--- src/rtl/riscv_pkg.sv ---
// Shared RV32I pipeline encodings: ALU operations, writeback select, forwarding
// select and branch funct3 codes.
package riscv_pkg;

    typedef enum logic [2:0] {
        ALU_ADD = 3'b000,
        ALU_SUB = 3'b001,
        ALU_AND = 3'b010,
        ALU_OR  = 3'b011,
        ALU_XOR = 3'b100,
        ALU_SLT = 3'b101,
        ALU_SLL = 3'b110,
        ALU_SRL = 3'b111
    } alu_ctrl_e;

    typedef enum logic [1:0] {
        RES_ALU = 2'b00,
        RES_MEM = 2'b01,
        RES_PC4 = 2'b10
    } result_src_e;

    typedef enum logic [1:0] {
        FWD_RD = 2'b00,
        FWD_W  = 2'b01,
        FWD_M  = 2'b10
    } fwd_e;

    typedef enum logic [2:0] {
        F3_BEQ  = 3'b000,
        F3_BNE  = 3'b001,
        F3_BLT  = 3'b100,
        F3_BGE  = 3'b101,
        F3_BLTU = 3'b110,
        F3_BGEU = 3'b111
    } br_f3_e;

endpackage

--- src/rtl/ex_mem.sv ---
// EX/MEM pipeline register: one-cycle latency, synchronous active-low clear,
// no stall or enable.
module ex_mem
#(
    parameter int XLEN = 32
) (
    input  logic            clk,
    input  logic            reset,
    input  logic            RegWriteE,
    input  logic            MemWriteE,
    input  logic [1:0]      ResultSrcE,
    input  logic [4:0]      RdE,
    input  logic [XLEN-1:0] ALUResultE,
    input  logic [XLEN-1:0] WriteDataE,
    input  logic [XLEN-1:0] PCPlus4E,
    output logic            RegWriteM,
    output logic            MemWriteM,
    output logic [1:0]      ResultSrcM,
    output logic [4:0]      RdM,
    output logic [XLEN-1:0] ALUResultM,
    output logic [XLEN-1:0] WriteDataM,
    output logic [XLEN-1:0] PCPlus4M
);

    always_ff @(posedge clk) begin
        if (!reset) begin
            RegWriteM  <= 1'b0;
            MemWriteM  <= 1'b0;
            ResultSrcM <= '0;
            RdM        <= '0;
            ALUResultM <= '0;
            WriteDataM <= '0;
            PCPlus4M   <= '0;
        end else begin
            RegWriteM  <= RegWriteE;
            MemWriteM  <= MemWriteE;
            ResultSrcM <= ResultSrcE;
            RdM        <= RdE;
            ALUResultM <= ALUResultE;
            WriteDataM <= WriteDataE;
            PCPlus4M   <= PCPlus4E;
        end
    end

endmodule

--- src/rtl/iexecute.sv ---
// RV32I execute stage: operand forwarding, ALU, branch/jump resolution and the
// EX/MEM register. Define IEXECUTE_BRANCH_STATS_EN to add branch counters.
module iexecute
    import riscv_pkg::*;
#(
    parameter int XLEN = 32
`ifdef IEXECUTE_BRANCH_STATS_EN
   ,parameter int CNT_W = 32
`endif
) (
    input  logic            clk,
    input  logic            reset,
    input  logic            RegWriteE,
    input  logic            MemWriteE,
    input  logic            JumpE,
    input  logic            BranchE,
    input  logic            ALUSrcE,
    input  logic [1:0]      ResultSrcE,
    input  logic [2:0]      ALUControlE,
    input  logic [2:0]      Funct3E,
    input  logic [4:0]      RdE,
    input  logic [XLEN-1:0] RD1E,
    input  logic [XLEN-1:0] RD2E,
    input  logic [XLEN-1:0] PCE,
    input  logic [XLEN-1:0] ImmExtE,
    input  logic [XLEN-1:0] PCPlus4E,
    input  logic [1:0]      ForwardAE,
    input  logic [1:0]      ForwardBE,
    input  logic [XLEN-1:0] ResultW,
`ifdef IEXECUTE_BRANCH_STATS_EN
    output logic [CNT_W-1:0] BranchCountE,
    output logic [CNT_W-1:0] TakenCountE,
`endif
    output logic            PCSrcE,
    output logic [XLEN-1:0] PCTargetE,
    output logic            RegWriteM,
    output logic            MemWriteM,
    output logic [1:0]      ResultSrcM,
    output logic [4:0]      RdM,
    output logic [XLEN-1:0] ALUResultM,
    output logic [XLEN-1:0] WriteDataM,
    output logic [XLEN-1:0] PCPlus4M
);

    logic [XLEN-1:0] SrcAE;
    logic [XLEN-1:0] SrcBE;
    logic [XLEN-1:0] WriteDataE;
    logic [XLEN-1:0] ALUResultE;
    logic            cond;

    // Forwarding from M reads the registered ALU result of the previous instruction.
    always_comb begin
        case (ForwardAE)
            FWD_W:   SrcAE = ResultW;
            FWD_M:   SrcAE = ALUResultM;
            default: SrcAE = RD1E;
        endcase
        case (ForwardBE)
            FWD_W:   WriteDataE = ResultW;
            FWD_M:   WriteDataE = ALUResultM;
            default: WriteDataE = RD2E;
        endcase
        SrcBE = ALUSrcE ? ImmExtE : WriteDataE;
    end

    always_comb begin
        case (ALUControlE)
            ALU_ADD: ALUResultE = SrcAE + SrcBE;
            ALU_SUB: ALUResultE = SrcAE - SrcBE;
            ALU_AND: ALUResultE = SrcAE & SrcBE;
            ALU_OR:  ALUResultE = SrcAE | SrcBE;
            ALU_XOR: ALUResultE = SrcAE ^ SrcBE;
            ALU_SLT: ALUResultE = {{(XLEN-1){1'b0}}, $signed(SrcAE) < $signed(SrcBE)};
            ALU_SLL: ALUResultE = SrcAE << SrcBE[4:0];
            default: ALUResultE = SrcAE >> SrcBE[4:0];
        endcase
    end

    // Branches compare the forwarded register operands, never the immediate.
    always_comb begin
        case (Funct3E)
            F3_BEQ:  cond = (SrcAE == WriteDataE);
            F3_BNE:  cond = (SrcAE != WriteDataE);
            F3_BLT:  cond = ($signed(SrcAE) < $signed(WriteDataE));
            F3_BGE:  cond = ($signed(SrcAE) >= $signed(WriteDataE));
            F3_BLTU: cond = (SrcAE < WriteDataE);
            F3_BGEU: cond = (SrcAE >= WriteDataE);
            default: cond = 1'b0;
        endcase
    end

    assign PCSrcE    = JumpE | (BranchE & cond);
    assign PCTargetE = PCE + ImmExtE;

`ifdef IEXECUTE_BRANCH_STATS_EN
    always_ff @(posedge clk) begin
        if (!reset) begin
            BranchCountE <= '0;
            TakenCountE  <= '0;
        end else begin
            if (BranchE)
                BranchCountE <= BranchCountE + CNT_W'(1);
            if (BranchE & cond)
                TakenCountE <= TakenCountE + CNT_W'(1);
        end
    end
`endif

    ex_mem #(
        .XLEN(XLEN)
    ) u_ex_mem (
        .clk        (clk),
        .reset      (reset),
        .RegWriteE  (RegWriteE),
        .MemWriteE  (MemWriteE),
        .ResultSrcE (ResultSrcE),
        .RdE        (RdE),
        .ALUResultE (ALUResultE),
        .WriteDataE (WriteDataE),
        .PCPlus4E   (PCPlus4E),
        .RegWriteM  (RegWriteM),
        .MemWriteM  (MemWriteM),
        .ResultSrcM (ResultSrcM),
        .RdM        (RdM),
        .ALUResultM (ALUResultM),
        .WriteDataM (WriteDataM),
        .PCPlus4M   (PCPlus4M)
    );

endmodule

--- config.mk ---
export PLATFORM = sky130hd
export DESIGN_NAME = iexecute
export DESIGN_NICKNAME = d
export VERILOG_FILES = /design/src/rtl/riscv_pkg.sv /design/src/rtl/ex_mem.sv /design/src/rtl/iexecute.sv
export SDC_FILE = /design/constraint.sdc
export NUM_CORES = 1
export LEC_CHECK = 0
export ABC_AREA = 1
export ABC_CLOCK_PERIOD_IN_PS = 4040
export CAP_MARGIN = 20
export CORE_UTILIZATION = 48
export DETAILED_ROUTE_END_ITERATION = 10
export PLACE_DENSITY = 0.79
export REMOVE_ABC_BUFFERS = 1
export SETUP_SLACK_MARGIN = 0.15
export SYNTH_ARGS = -nofsm -noshare
export SYNTH_HDL_FRONTEND = slang
export SYNTH_SLANG_ARGS = --single-unit
--- constraint.sdc ---
create_clock -name clk -period 4.04 [get_ports clk]
set_input_delay 0.808 -clock clk [delete_from_list [all_inputs] [get_ports clk]]
set_output_delay 0.808 -clock clk [all_outputs]
set_load 0.005 [all_outputs]
==> results of run 1 <==
per-stage QoR:
stage          hold slack (ns)  setup TNS (ns)
2_1_floorplan           0.6055          -90.77
3_3_place_gp            0.7338          -34.26
3_5_place_dp            0.7362          -38.14
4_1_cts                 0.6927         -0.2007
metal layers:
metal | GRT usage [%] | GRT overflow
met4 | 80.37 | 72
met1 | 81.14 | 8
met3 | 67.30 | 5
met2 | 96.21 | 148
met5 | 32.15 | 1
timing repair:
item	4_1_cts
pin swaps	71
endpoints found under the setup margin	58
gates cloned	7
resized for setup	390
hold buffers	0
setup buffers	40
cell families after synthesis:
family,share of synthesized area [%]
AOI/OAI and AO/OA,18.78
adders and majority gates,13.83
and+or+nand+nor,41.20
xor gates and xnor gates,1.671
DFF,13.37
buffers and inverters,11.16
==> impl_metrics.ini, run 1 <==
[die]
floorplan.initialDensity_pct = 49.33
floorplan.die.width_um = 183.0
placementRows = 65
die_height_um = 183.0
num_io_pins = 354

[placement]
dp.final_hpwl_um = 67350
port_buffers = 353
placedCellCount = 4026
gpl.final_weighted_congestion = 1.098
detailedPlace.worstSlack_ns = -1.327
placement.cell_area_mm2 = 0.02362

[yosys]
synth_top_cell_area_share_pct = 19.69
synth_seq_cells = 105
proportion_of_synthesized_flip_flops_having_asynchronous_set_or_reset_pct = 0
synth_ff_type = dfxtp_1
synthTopCellsByArea = nand2_1 (20%), ha_1 (13%), dfxtp_1 (13%)
synthesis.yosys.warnings = 0
synth.cells.most_frequent = nand2_1 (825), nand3_1 (389), inv_1 (302)
synth_seq_area_share_pct = 13.37
netlist_area_mm2 = 0.01573
synth_enable_flop_cells = 0
yosys.cell_count.top_type = nand2_1
syn_avg_cell_area_um2 = 5.617
syn_inst = 2800
synth_top_area_cell = nand2_1
synth_cell_type_count = 50

[clock_tree]
cts_buffer_depth = 2
cts_num_sinks = 105
number_of_h_tree_branching_levels = 3
cts.root.buffer_cell = clkbuf_16
cts_buffers = 9

[outcome]
error_message = [ERROR GRT-0232] Routing congestion too high. Check the congestion heatmap in the GUI.
status = aborted with a tool error
stop_stage = 5_1_grt

[grt]
grt_remaining_overflow = 234
grt_max_degree = 65
groute.usage.overall_pct = 80.89

[timing]
worst_endpoint_kind = primary output
endpoint_with_the_least_setup_slack_after_the_last_repair = PCSrcE
==> inputs of run 2 (changes only) <==
- ABC_CLOCK_PERIOD_IN_PS: 4040 -> 5250
- CORE_UTILIZATION: 48 -> 40
- PLACE_DENSITY: 0.79 -> unset
- PLACE_DENSITY_LB_ADDON: unset -> 0.15
- SETUP_SLACK_MARGIN: 0.15 -> unset
- clock period: 4.04 -> 5.25 ns (I/O delays scaled with it)
==> run 2 against run 1 <==
Against the previous run: the run now ends clean; area after synthesis is the same; synthesized cell count is the same.
==> impl_metrics.ini, run 2 <==
[grt]
first_global_vias = 21300
grt_util_met1_pct = 52.00
grt.met3_usage_pct = 9.144
groute.usage.overall_pct = 41.44
grt_util_met2_pct = 65.65
number_of_antenna_violations_at_the_first_check_in_global_routing = 3
grt-busiest-layer = met2
grt_remaining_overflow = 0
wire_length_of_the_first_global_routing_pass_um = 126700
grt_max_degree = 65

[critical_path]
crit_start = ForwardBE[0]
critical_path_peak_fanout = 11
critPathRequiredTime_ns = 4.20
path_cells = dlygate4sd2_1 > inv_1 > ha_4 > inv_2 > buf_12 > buf_4 > o21ai_0 > ha_1 > nand2_1 > nor2_2 > nand4_1 > nor2_1 > buf_4 > nand2_2 > o21ai_2 > o21ai_1 > nor2_1 > nand3_1 > nand2_1 > nand2_1 > dlygate4sd2_1
r2r_slack_ns = 1.52
critical_path.endpoint = PCSrcE
startpoint_type = input pin
rr_endpoint = u_ex_mem.ALUResultM[27]
timing.reg2reg.worst_path_depth = 19
endpoint_kind = primary output
cp_common_cell = nand2_1
setup.worst_path.class = in -> out
cp_slowest_cell = ha_1
worst_path_largest_cell_delay_ns = 0.33
r2r_start = u_ex_mem.ALUResultM[22]
worstPathArrival_ns = 4.19

[placement]
port_buffers = 353
gpl.final_weighted_congestion = 1.052
placement.cell_area_mm2 = 0.02230
dp.final_hpwl_um = 71300
detailedPlace.worstSlack_ns = -0.6377

[timing]
report.final.setup_viol = 0
layout_worst_path_cycle_share_pct = 99.73
drv_slew = 0
worst-slew-pin-transition_ns = 0.8134
skew_ns = 0.01978
final_period_minus_worst_setup_slack_ns = 5.236
setup-tns-final_ns = 0
max_freq_mhz = 191.0
worst_slew_margin_rel_pct = 45.48
fin_hold_ws_ns = 0.7643
rsz0062_at_grt = true
min_setup_slack_post_route_ns = 0.01440
final-hold-violation-count = 0

[clock_tree]
cts_buffers = 9
number_of_h_tree_branching_levels = 3
worst_skew_pair.late_latency_ns = 0.41
cts_buffer_depth = 2
cts_num_sinks = 105
post_cts_hold_buffer_count = 0
worst_setup_hold_path_clk_slew_ns = 0.08
cts.root.buffer_cell = clkbuf_16
cts_tree = done

[power]
vdd.ir_drop.worst_mv = 0.2175
power.density_cell_area_mw_per_mm2 = 257.5
intPower_mw = 2.963
power_frac_clock_pct = 13.2
combinational_share_of_power_pct = 70.8
sequentialPowerShare_pct = 16.0
p_switching_mw = 2.960
power_leakage_nw = 11.65
swShare_pct = 49.98

[cells_and_area]
largestRegisters = u_ex_mem.ALUResultM (32), u_ex_mem.PCPlus4M (32), u_ex_mem.WriteDataM (32)
postLayoutCellArea_mm2 = 0.02300
net_count_of_the_finished_layout = 3809
final_common_cell = nand2_1
layout.core_utilization_pct = 59.39
layout.cells.most_common_list = nand2_1 (819), nand3_1 (386), buf_4 (365)
final_layout_size_suffix_gt1_share_pct = 14.10
layout.filler_cells = 3806
area_delta_synth_final_pct = 46.28

[drt]
route.detailed.wl_per_inst_um = 22.06
routed_wl_um = 87030
drtIter0Drc = 2482
drt-vias-per-instance = 5.705
route.vias.total = 22510
detail_route.first_pass.iterations = 7
route.detailed.drc = 0
number_of_routed_nets_with_antenna_violations = 0

[yosys]
synth_enable_flop_cells = 0
synth.cells.most_frequent = nand2_1 (825), nand3_1 (389), inv_1 (302)
synth_seq_area_share_pct = 13.37
proportion_of_synthesized_flip_flops_having_asynchronous_set_or_reset_pct = 0
synth_ff_type = dfxtp_1
synthTopCellsByArea = nand2_1 (20%), ha_1 (13%), dfxtp_1 (13%)
synth_cell_type_count = 50
synthesis.yosys.warnings = 0
syn_avg_cell_area_um2 = 5.617
synth_seq_cells = 105
synth_top_cell_area_share_pct = 19.69
yosys.cell_count.top_type = nand2_1
syn_inst = 2800
netlist_area_mm2 = 0.01573
synth_top_area_cell = nand2_1

[die]
die_height_um = 200.3
num_io_pins = 354
die_area_mm2 = 0.04011
core_area_mm2 = 0.03874
placementRows = 72
floorplan.die.width_um = 200.3
floorplan.initialDensity_pct = 40.60

[hold_path]
holdCritPathClass = reg -> reg

[outcome]
status = finished clean

[flow_run]
maxCapViolCount = 0
run 2: kinds of logic (layout without fill, tap and decap cells):
logic type / count (synthesis) / in the layout / synth area share (%)
and+or+nand+nor: 1547 / 1547 / 41.20
AOI/OAI and AO/OA: 511 / 511 / 18.78
xor gates and xnor gates: 30 / 30 / 1.671
buffers and inverters: 435 / 1061 / 11.16
adders and majority gates: 172 / 172 / 13.83
other: 0 / 2 / 0
DFF: 105 / 105 / 13.37
run 2: cell type report:
| class | instances | area (µm²) | area share, % |
|---|---|---|---|
| multi-input cells | 2260 | 12170 | 52.88 |
| diodes | 2 | 5.005 | 0.02176 |
| flip-flops and latches | 105 | 2102 | 9.137 |
| repair buffers | 736 | 6605 | 28.71 |
| inverters | 309 | 1165 | 5.064 |
| clock buffers | 9 | 225.2 | 0.9790 |
| well taps | 518 | 648.1 | 2.817 |
| clock inverters | 7 | 88.84 | 0.3862 |
run 2: metrics by stage:
stage	power, mW	instances
2_1_floorplan	2.840	2674
3_3_place_gp	4.876	3917
3_5_place_dp	4.917	3917
4_1_cts	5.734	3935
5_1_grt	6.235	3946
6_report	5.923	3946
run 2: what timing repair did:
item / CTS / global route
gates resized for setup: 30 / 80
hold endpoints to repair: 0 / 0
cloned: 1 / 0
pin swaps: 8 / 22
setup buffers: 1 / 9
endpoints found under the setup margin: 8 / 13
run 2: routing by layer:
layer,routed length [µm],vias up,part of all wire [%]
li1,-,10520,-
met1,34760,10320,40
met2,38080,1385,44
met3,8748,281,10
met4,5432,2,6.2
met5,11,-,0.013
run 2: worst max-delay path, delay by kind of cell:
kind | cells | cell delay (ns)
fa+ha+maj | 2 | 0.59
simple gates | 9 | 0.92
compound gates | 3 | 0.34
buf+inv | 7 | 1.27
run 2: power groups by stage:
stage	sequential, mW	clock (mW)	combinational, mW
after floorplan	0.934	0	1.91
after global routing	0.946	0.811	4.48
after CTS	0.939	0.791	4.00
final	0.945	0.784	4.19
after detailed placement	0.958	0	3.96
after global placement	0.957	0	3.92
run 2: worst min path at each step:
stage                                 from                endpoint  slack, ns  cells after the start
finish              u_ex_mem.ALUResultM[0]  u_ex_mem.WriteDataM[0]       0.76                      5
global route        u_ex_mem.ALUResultM[0]  u_ex_mem.WriteDataM[0]       0.80                      5
CTS                 u_ex_mem.ALUResultM[5]  u_ex_mem.WriteDataM[5]       0.74                      3
detailed placement  u_ex_mem.ALUResultM[0]  u_ex_mem.WriteDataM[0]       0.74                      5
global placement    u_ex_mem.ALUResultM[0]  u_ex_mem.WriteDataM[0]       0.73                      5
floorplan           u_ex_mem.ALUResultM[1]  u_ex_mem.WriteDataM[1]       0.61                      4
Power figures use the tool's default switching activity.
